[src/rtl/serial_adder_pkg.sv]
// Shared definitions for the bit-serial adder/subtractor.
// Contents:
//   adderState_t - FSM state encoding (IDLE=0, RUN=1, DONE=2)
//   cntWidth()   - bit-counter width for a given operand width, $clog2(width+1)
package serial_adder_pkg;

  typedef enum logic [1:0] {
    ST_IDLE = 2'd0,
    ST_RUN  = 2'd1,
    ST_DONE = 2'd2
  } adderState_t;

  function automatic int cntWidth(input int width);
    return $clog2(width + 1);
  endfunction

endpackage

[src/rtl/serial_adder_if.sv]
// Request/result bundle of the serial adder.
// Ports (master = requester, slave = adder):
//   start, sub, cin, a[WIDTH], b[WIDTH] : request side, driven by master
//   busy, done, sum[WIDTH], cout, ovf   : status/result side, driven by slave
interface serial_adder_if #(parameter int WIDTH = 8);

  logic             start;
  logic             sub;
  logic             cin;
  logic [WIDTH-1:0] a;
  logic [WIDTH-1:0] b;
  logic             busy;
  logic             done;
  logic [WIDTH-1:0] sum;
  logic             cout;
  logic             ovf;

  modport master (
    output start, sub, cin, a, b,
    input  busy, done, sum, cout, ovf
  );

  modport slave (
    input  start, sub, cin, a, b,
    output busy, done, sum, cout, ovf
  );

endinterface

[src/rtl/serial_adder_full_adder.sv]
// Single-bit full adder built from two half-adder stages and an OR.
// Ports:
//   a, b, ci : input bits and carry-in
//   s, co    : sum bit and carry-out
module full_adder (
  input  logic a,
  input  logic b,
  input  logic ci,
  output logic s,
  output logic co
);

  logic ha1Sum;
  logic ha1Carry;
  logic ha2Carry;

  // First half adder combines the operands, second folds in the carry.
  assign ha1Sum   = a ^ b;
  assign ha1Carry = a & b;
  assign s        = ha1Sum ^ ci;
  assign ha2Carry = ha1Sum & ci;
  assign co       = ha1Carry | ha2Carry;

endmodule

[src/rtl/serial_adder.sv]
// Bit-serial adder/subtractor: one full-adder cell and a carry flop process
// the operands LSB-first, one bit per clock.
// Ports:
//   clk  : clock, all state updates on the rising edge
//   rst  : synchronous active-high reset, takes priority over start
//   bus  : serial_adder_if slave - start/sub/cin/a/b in, busy/done/sum/cout/ovf out
// A start is accepted whenever the adder is not busy (IDLE or DONE), so
// back-to-back requests in the done cycle are taken without a gap.
module serial_adder
  import serial_adder_pkg::*;
#(
  parameter int WIDTH = 8
) (
  input  logic           clk,
  input  logic           rst,
  serial_adder_if.slave  bus
);

  localparam int CNT_W = cntWidth(WIDTH);

  adderState_t      state;
  adderState_t      nextState;
  logic [WIDTH-1:0] aReg;
  logic [WIDTH-1:0] bReg;
  logic [WIDTH-1:0] resReg;
  logic [WIDTH-1:0] sumReg;
  logic             carry;
  logic             coutReg;
  logic             ovfReg;
  logic [CNT_W-1:0] cnt;
  logic             accept;
  logic             lastBit;
  logic             faSum;
  logic             faCarry;

  assign accept  = bus.start && (state != ST_RUN);
  assign lastBit = (cnt == CNT_W'(WIDTH - 1));

  full_adder uFa (
    .a  (aReg[0]),
    .b  (bReg[0]),
    .ci (carry),
    .s  (faSum),
    .co (faCarry)
  );

  // State register.
  always_ff @(posedge clk) begin
    if (rst) begin
      state <= ST_IDLE;
    end else begin
      state <= nextState;
    end
  end

  // Next-state logic: RUN lasts exactly WIDTH cycles, DONE lasts one cycle
  // and can hand straight back to RUN when a new start arrives.
  always_comb begin
    nextState = state;
    case (state)
      ST_IDLE: if (accept)  nextState = ST_RUN;
      ST_RUN:  if (lastBit) nextState = ST_DONE;
      ST_DONE: nextState = accept ? ST_RUN : ST_IDLE;
      default: nextState = ST_IDLE;
    endcase
  end

  // Datapath: operands are captured on the accepting edge (B inverted and
  // carry forced to 1 for subtraction), then one bit is consumed per edge.
  // On the last bit the carry flop still holds the carry into the MSB, which
  // is what the overflow test needs. Visible results only move at completion.
  always_ff @(posedge clk) begin
    if (rst) begin
      aReg    <= '0;
      bReg    <= '0;
      resReg  <= '0;
      sumReg  <= '0;
      carry   <= 1'b0;
      coutReg <= 1'b0;
      ovfReg  <= 1'b0;
      cnt     <= '0;
    end else if (accept) begin
      aReg   <= bus.a;
      bReg   <= bus.sub ? ~bus.b : bus.b;
      carry  <= bus.sub ? 1'b1 : bus.cin;
      resReg <= '0;
      cnt    <= '0;
    end else if (state == ST_RUN) begin
      resReg <= {faSum, resReg[WIDTH-1:1]};
      aReg   <= aReg >> 1;
      bReg   <= bReg >> 1;
      carry  <= faCarry;
      cnt    <= cnt + CNT_W'(1);
      if (lastBit) begin
        sumReg  <= {faSum, resReg[WIDTH-1:1]};
        coutReg <= faCarry;
        ovfReg  <= carry ^ faCarry;
      end
    end
  end

  assign bus.busy = (state == ST_RUN);
  assign bus.done = (state == ST_DONE);
  assign bus.sum  = sumReg;
  assign bus.cout = coutReg;
  assign bus.ovf  = ovfReg;

endmodule
[src/flat_wrapper.sv]
// flat-port wrapper written by rule: the top's interface ports become plain ports
module serial_adder_flat import serial_adder_pkg::*;
#(
  parameter int WIDTH = 8
)
  (clk, rst, bus_start, bus_sub, bus_cin, bus_a, bus_b, bus_busy, bus_done, bus_sum, bus_cout, bus_ovf);
  serial_adder_if #(.WIDTH(WIDTH)) bus_i ();
  input  logic clk;
  input  logic rst;
  input wire logic [$bits(bus_i.start)-1:0] bus_start;
  input wire logic [$bits(bus_i.sub)-1:0] bus_sub;
  input wire logic [$bits(bus_i.cin)-1:0] bus_cin;
  input wire logic [$bits(bus_i.a)-1:0] bus_a;
  input wire logic [$bits(bus_i.b)-1:0] bus_b;
  output wire logic [$bits(bus_i.busy)-1:0] bus_busy;
  output wire logic [$bits(bus_i.done)-1:0] bus_done;
  output wire logic [$bits(bus_i.sum)-1:0] bus_sum;
  output wire logic [$bits(bus_i.cout)-1:0] bus_cout;
  output wire logic [$bits(bus_i.ovf)-1:0] bus_ovf;
  assign bus_i.start = bus_start;
  assign bus_i.sub = bus_sub;
  assign bus_i.cin = bus_cin;
  assign bus_i.a = bus_a;
  assign bus_i.b = bus_b;
  assign bus_busy = bus_i.busy;
  assign bus_done = bus_i.done;
  assign bus_sum = bus_i.sum;
  assign bus_cout = bus_i.cout;
  assign bus_ovf = bus_i.ovf;
  serial_adder #(.WIDTH(WIDTH)) u_core (.clk(clk), .rst(rst), .bus(bus_i));
endmodule
[config.mk]
export PLATFORM = sky130hd
export DESIGN_NAME = serial_adder_flat
export DESIGN_NICKNAME = d
export VERILOG_FILES = /design/src/rtl/serial_adder_pkg.sv /design/src/rtl/serial_adder_if.sv /design/src/rtl/serial_adder_full_adder.sv /design/src/rtl/serial_adder.sv /design/src/flat_wrapper.sv
export SDC_FILE = /design/constraint.sdc
export NUM_CORES = 1
export LEC_CHECK = 0
export ABC_CLOCK_PERIOD_IN_PS = 1100
export CAP_MARGIN = 20
export CORE_MARGIN = 2
export CORE_UTILIZATION = 40
export DETAILED_ROUTE_END_ITERATION = 12
export PLACE_DENSITY_LB_ADDON = 0.12
export SYNTH_ARGS = -nofsm -noshare
export SYNTH_HDL_FRONTEND = slang
export SYNTH_SLANG_ARGS = --single-unit
[constraint.sdc]
create_clock -name clk -period 1.1 [get_ports clk]
set_input_delay 0.22 -clock clk [delete_from_list [all_inputs] [get_ports clk]]
set_output_delay 0.22 -clock clk [all_outputs]
set_load 0.01 [all_outputs]
Word level (Yosys, flattened, before mapping)
Index checks and enable logic that the tools add are counted.
Widths: inputs -> output; s select.

cells by class
  reductions and logical operators = 6
  add/subtract/negate cells = 1
  bitwise operators = 8
  equality and inequality tests = 6
  muxes and demuxes = 12

operators with widths
  kind                 count
  $mux 8               5
  $not 8->8            1
  $ne 2x1->1 const B   3
  $pmux 2 s3           1
  $add 4x1->4 const B  1
  $eq 4x3->1 const B   1
  $mux 1               4
  $mux 2               2
  $reduce_and 3->1     1
  $xor 1x1->1          3
  $and 1x1->1          2
  $eq 2x1->1 const B   1
  $eq 2x2->1 const B   1
  $logic_not 2->1      1
  $reduce_and 2->1     1
  $reduce_bool 2->1    1
  $reduce_or 2->1      1
  $logic_and 1x1->1    1
  $not 1->1            1
  $or 1x1->1           1

word-level totals
  flip-flop bits (word level) = 41
  bits of input ports = 21
  output and inout bits = 12
  word-level logic and storage cells = 42

Logic depth before layout (Yosys ltp)
  word-level depth = 5
  depth in mapped cells = 7
  gate-level depth less buffers = 4

Hierarchy
A second synthesis with hierarchy kept.

second synthesis, totals
  cell total of the unflattened synthesis = 198
  area total of the unflattened synthesis = 1737.9 µm²

modules (own cells, without submodules)
  module        area each (µm²)  instances  sequential area each (µm²)  cells an instance
  serial_adder  1717.9           1          800.8                       197
  full_adder    20.0             1          0.0                         1

Least setup slack after synthesis
No wires, ideal clock.

  kind = flip-flop to flip-flop
  start = reg u_core.aReg[0]
  end = reg u_core.ovfReg, in the netlist u_core.bus.ovf
  path slack = -118 ps
  setup time = 91 ps
  period minus slack after synthesis = 1218 ps
  cell stages (with the launch flop) = 4
  required time = 1009 ps
  arrival time = 1127 ps
  buffers on the path = 0
  path through = dfxtp_1 fa_1 xnor2_1 a311oi_1

between the ends
  longest elaborated chain between the ends = 4
  elaborated cells on any way between the ends = 5
  those cells by class = 5 x bitwise

RTL lines
  what                    RTL line                       source
  from (decl)             serial_adder.sv:23             logic [WIDTH-1:0] aReg;
  from (signal assigned)  serial_adder.sv:83             aReg <= bus.a;
  from (signal assigned)  serial_adder.sv:90             aReg <= aReg >> 1;
  $xor 1x1->1             serial_adder_full_adder.sv:18  assign ha1Sum = a ^ b;
  $and 1x1->1             serial_adder_full_adder.sv:21  assign ha2Carry = ha1Sum & ci;
  $or 1x1->1 *            serial_adder_full_adder.sv:22  assign co = ha1Carry | ha2Carry;
  net u_core.faCarry      serial_adder.sv:34             logic faCarry;
  $xor 1x1->1 *           serial_adder.sv:97             ovfReg <= carry ^ faCarry;
  to (signal assigned)    serial_adder.sv:97
  to (decl)               serial_adder.sv:29             logic ovfReg;

The timed path passes the listed nets; every way through them passes the cells marked *.
A chain may end at the register's enable or synchronous reset.

Final worst setup path
  start = reg u_core.cnt[1]
  end = reg u_core.ovfReg, in the netlist u_core.bus.ovf

between the ends
  longest elaborated chain between the ends = 2

RTL lines
  what                               RTL line            source
  from (decl)                        serial_adder.sv:30  logic [CNT_W-1:0] cnt;
  from (signal assigned)             serial_adder.sv:93  cnt <= cnt + CNT_W'(1);
  $eq 4x3->1                         serial_adder.sv:37  assign lastBit = (cnt == CNT_W'(WIDTH - 1));
  $reduce_and 3->1 (no source line)  -

Every way passes these cells.

==> run metrics <==
status finished with violations; violated checks negative setup slack; WL per Instance 14.6 um; TritonCTS Sinks 40; Ys Warns 0; measured slew at the worst slew-check pin 235 ps; Internal 2.39 mW; Mapped Cells 198; Rows 23; post-synth top area share 46.0%; DRC 0; Pwr Density 1230 nW/um2; Hold Crit Class reg -> reg; initial antenna violation count 0; largest area contributor in the synthesized netlist dfxtp_1; CP endpoint kind flop; vias per inst 5.37; WP data arrival 1390 ps; Tmin final 1190 ps; RD Place Congestion 0.773; Cell Area, Synth 1740 um2; CTS tree built; Critical Path Start Type flop; Reg power frac 48.8%; Core Box Area 4090 um2; vias post-DR 1,616; Placed Area 2220 um2; total of max-cap violations 0; clock buffer depth 2; starting density of the core 42.6%; largest net degree at the start of global routing 24; fin. max-slew vios 0; gr ovfl total 0; Area Overhead vs Synth 49.0%; ranking of synthesized cells by area dfxtp_1, a21oi_1, nand2_1; Syn Nets 221; H-tree levels 2; Port Buf Inserts 32; reg-to-reg setup timing slack -90 ps; Final ANT Viol Nets 0; crit path kind reg -> reg; DIE AREA 4890 um2; Distinct cells, synth 28; Gate power share 18.5%; TritonCTS Buffers 5; Root Buffer Master clkbuf_8; DRT Pass-1 Iters 4; Net Sw Frac 25.0%; final hold viol count 0; sequential cell area fraction in the yosys report 46.0%; Peak VDD IR 0.829 mV; final cycle utilization of the critical path 108%; Diodes inserted 0; Total GRT Usage 17.7%; power share of the clock group 32.7%; die height 70.0 um; Die W 70.0 um; Setup Slack @ Placement -367 ps; Clk Latency, worst-skew pair 290 ps; layout cell share with drive strength beyond 1 39.8%; Pleak 0.981 nW; Max Freq 841 MHz; vias in the first global route 1,568; Yosys reg bits 40; # nets final 274; setup tns final -1370 ps; NetSw 0.797 mW; hpwl dp 2630 um; CP required 1310 ps; fin area 2590 um2; RSZ-0062 raised after global routing yes; first-pass GRT wire length 7020 um; Detailed Route WL 4390 um; DRT iter0 DRCs 64; Worst Skew 8.54 ps; crit path max fanout 3; Worst-path clk slew 80 ps; mean post-synth cell area 8.79 um2; slew margin rel. 84.3%; final setup violation count 32; setup ws final -89.1 ps; num ports 33
## metal layers
layer  track usage, %  share of wire (%)  vias to the layer above  wire, um
met4             7.26                1.7                        0        73
met2             28.8                 50                       37      2180
li1                 -                  -                      792         -
met1             21.9                 44                      779      1950
met3             5.05                4.3                        8       189
met5                0                  0                        -         0
## state kept, by name (all words and copies together) (netlist names)
| register | cells |
|---|---|
| u_core.state | 2 |
| u_core.bus.cout | 1 |
| u_core.bus.ovf | 1 |
| u_core.carry | 1 |
| u_core.resReg | 7 |
| u_core.bus.sum | 8 |
| u_core.cnt | 4 |
| u_core.bReg | 8 |
| u_core.aReg | 8 |
## power by group through the flow
stage	Clock [mW]	Sequential (mW)	Combinational [mW]
3_3_place_gp	0	1.58	0.449
5_1_grt	1.13	1.56	0.639
6_report	1.04	1.56	0.590
4_1_cts	1.06	1.56	0.533
2_1_floorplan	0	1.58	0.292
3_5_place_dp	0	1.58	0.462
## repair_timing
action,4_1_cts,5_1_grt
endpoints found under the hold margin,0,0
gates resized for setup,71,41
gates cloned,1,1
setup buffers,4,2
pin swaps,23,16
setup endpoints to repair,50,49
hold buffers,0,0
## Yosys cell counts
| cell | number |
|---|---|
| a211oi_1 | 7 |
| nand2_1 | 24 |
| dfxtp_1 | 40 |
| buf_6 | 3 |
| nor3_1 | 2 |
| o21ai_0 | 10 |
| inv_2 | 1 |
| xnor2_1 | 10 |
| nand2b_1 | 2 |
| buf_4 | 5 |
| fa_1 | 1 |
| and3b_1 | 1 |
| nand3_1 | 10 |
| a21o_1 | 1 |
| a2111oi_0 | 1 |
| nand3b_1 | 2 |
| buf_2 | 6 |
| or3_1 | 1 |
| nor2_1 | 18 |
| ha_1 | 1 |
| clkbuf_1 | 4 |
| a211o_1 | 7 |
| a21oi_1 | 28 |
| o221ai_1 | 1 |
| mux2i_1 | 8 |
| a311oi_1 | 1 |
| nor2b_1 | 2 |
| xor2_1 | 1 |
## layout by cell type (no fill, tap or decap), drive strengths merged, types with 2 or more instances in the layout
| master | synthesis | layout |
|---|---|---|
| dlygate4sd2 | 0 | 2 |
| buf | 14 | 33 |
| nand2b | 2 | 2 |
| clkdlybuf4s50 | 0 | 18 |
| nor2b | 2 | 2 |
| a211o | 7 | 7 |
| clkbuf | 4 | 17 |
| nand2 | 24 | 24 |
| nor2 | 18 | 18 |
| nor3 | 2 | 2 |
| xnor2 | 10 | 10 |
| nand3 | 10 | 10 |
| a21oi | 28 | 28 |
| nand3b | 2 | 2 |
| dfxtp | 40 | 40 |
| a211oi | 7 | 7 |
| mux2i | 8 | 8 |
| o21ai | 10 | 10 |
## through the flow
| stage | hold slack (ps) | instances | power, mW | util [%] |
|---|---|---|---|---|
| after detailed placement | 449 | 286 | 2.05 | 54.3 |
| after CTS | 459 | 298 | 3.15 | 61.5 |
| after global routing | 488 | 301 | 3.34 | 63.5 |
| after global placement | 435 | 286 | 2.03 | 54.3 |
| final | 458 | 301 | 3.19 | 63.5 |
| after floorplan | 376 | 198 | 1.87 | - |
## worst max-delay path: stages, from the launching register on
cell and delay, ps:
dfxtp_2 340, ha_4 160, and3b_2 230, buf_6 130, a311oi_1 230
## logic make-up (layout without fill, tap and decap cells)
logic type	Yosys count	count (layout)	synth area share (%)
AOI/OAI and AO/OA	56	56	19.4
DFF	40	40	46.0
muxes	8	8	4.60
buffers and inverters	19	72	6.90
and+or+nand+nor	62	62	15.7
xor gates and xnor gates	11	11	5.54
adders and majority gates	2	2	1.87
## cell type report
cell class | count | area (um2)
timing repair buffer | 64 | 621
tap | 50 | 62.6
multi-input combinational | 139 | 996
inverter | 1 | 6.26
sequential | 40 | 812
fill | 337 | 1490
clock buffer | 7 | 96.3
## path summary, 6_finish.rpt
check,from,endpoint,cells past startpoint
worst max-delay path,u_core.cnt[1],u_core.bus.ovf,4
worst min-delay path,u_core.bReg[5],u_core.bReg[4],2
worst max register to register,u_core.cnt[1],u_core.bus.ovf,4
worst min register to register,u_core.bReg[5],u_core.bReg[4],2
Power figures use the tool's default switching activity.
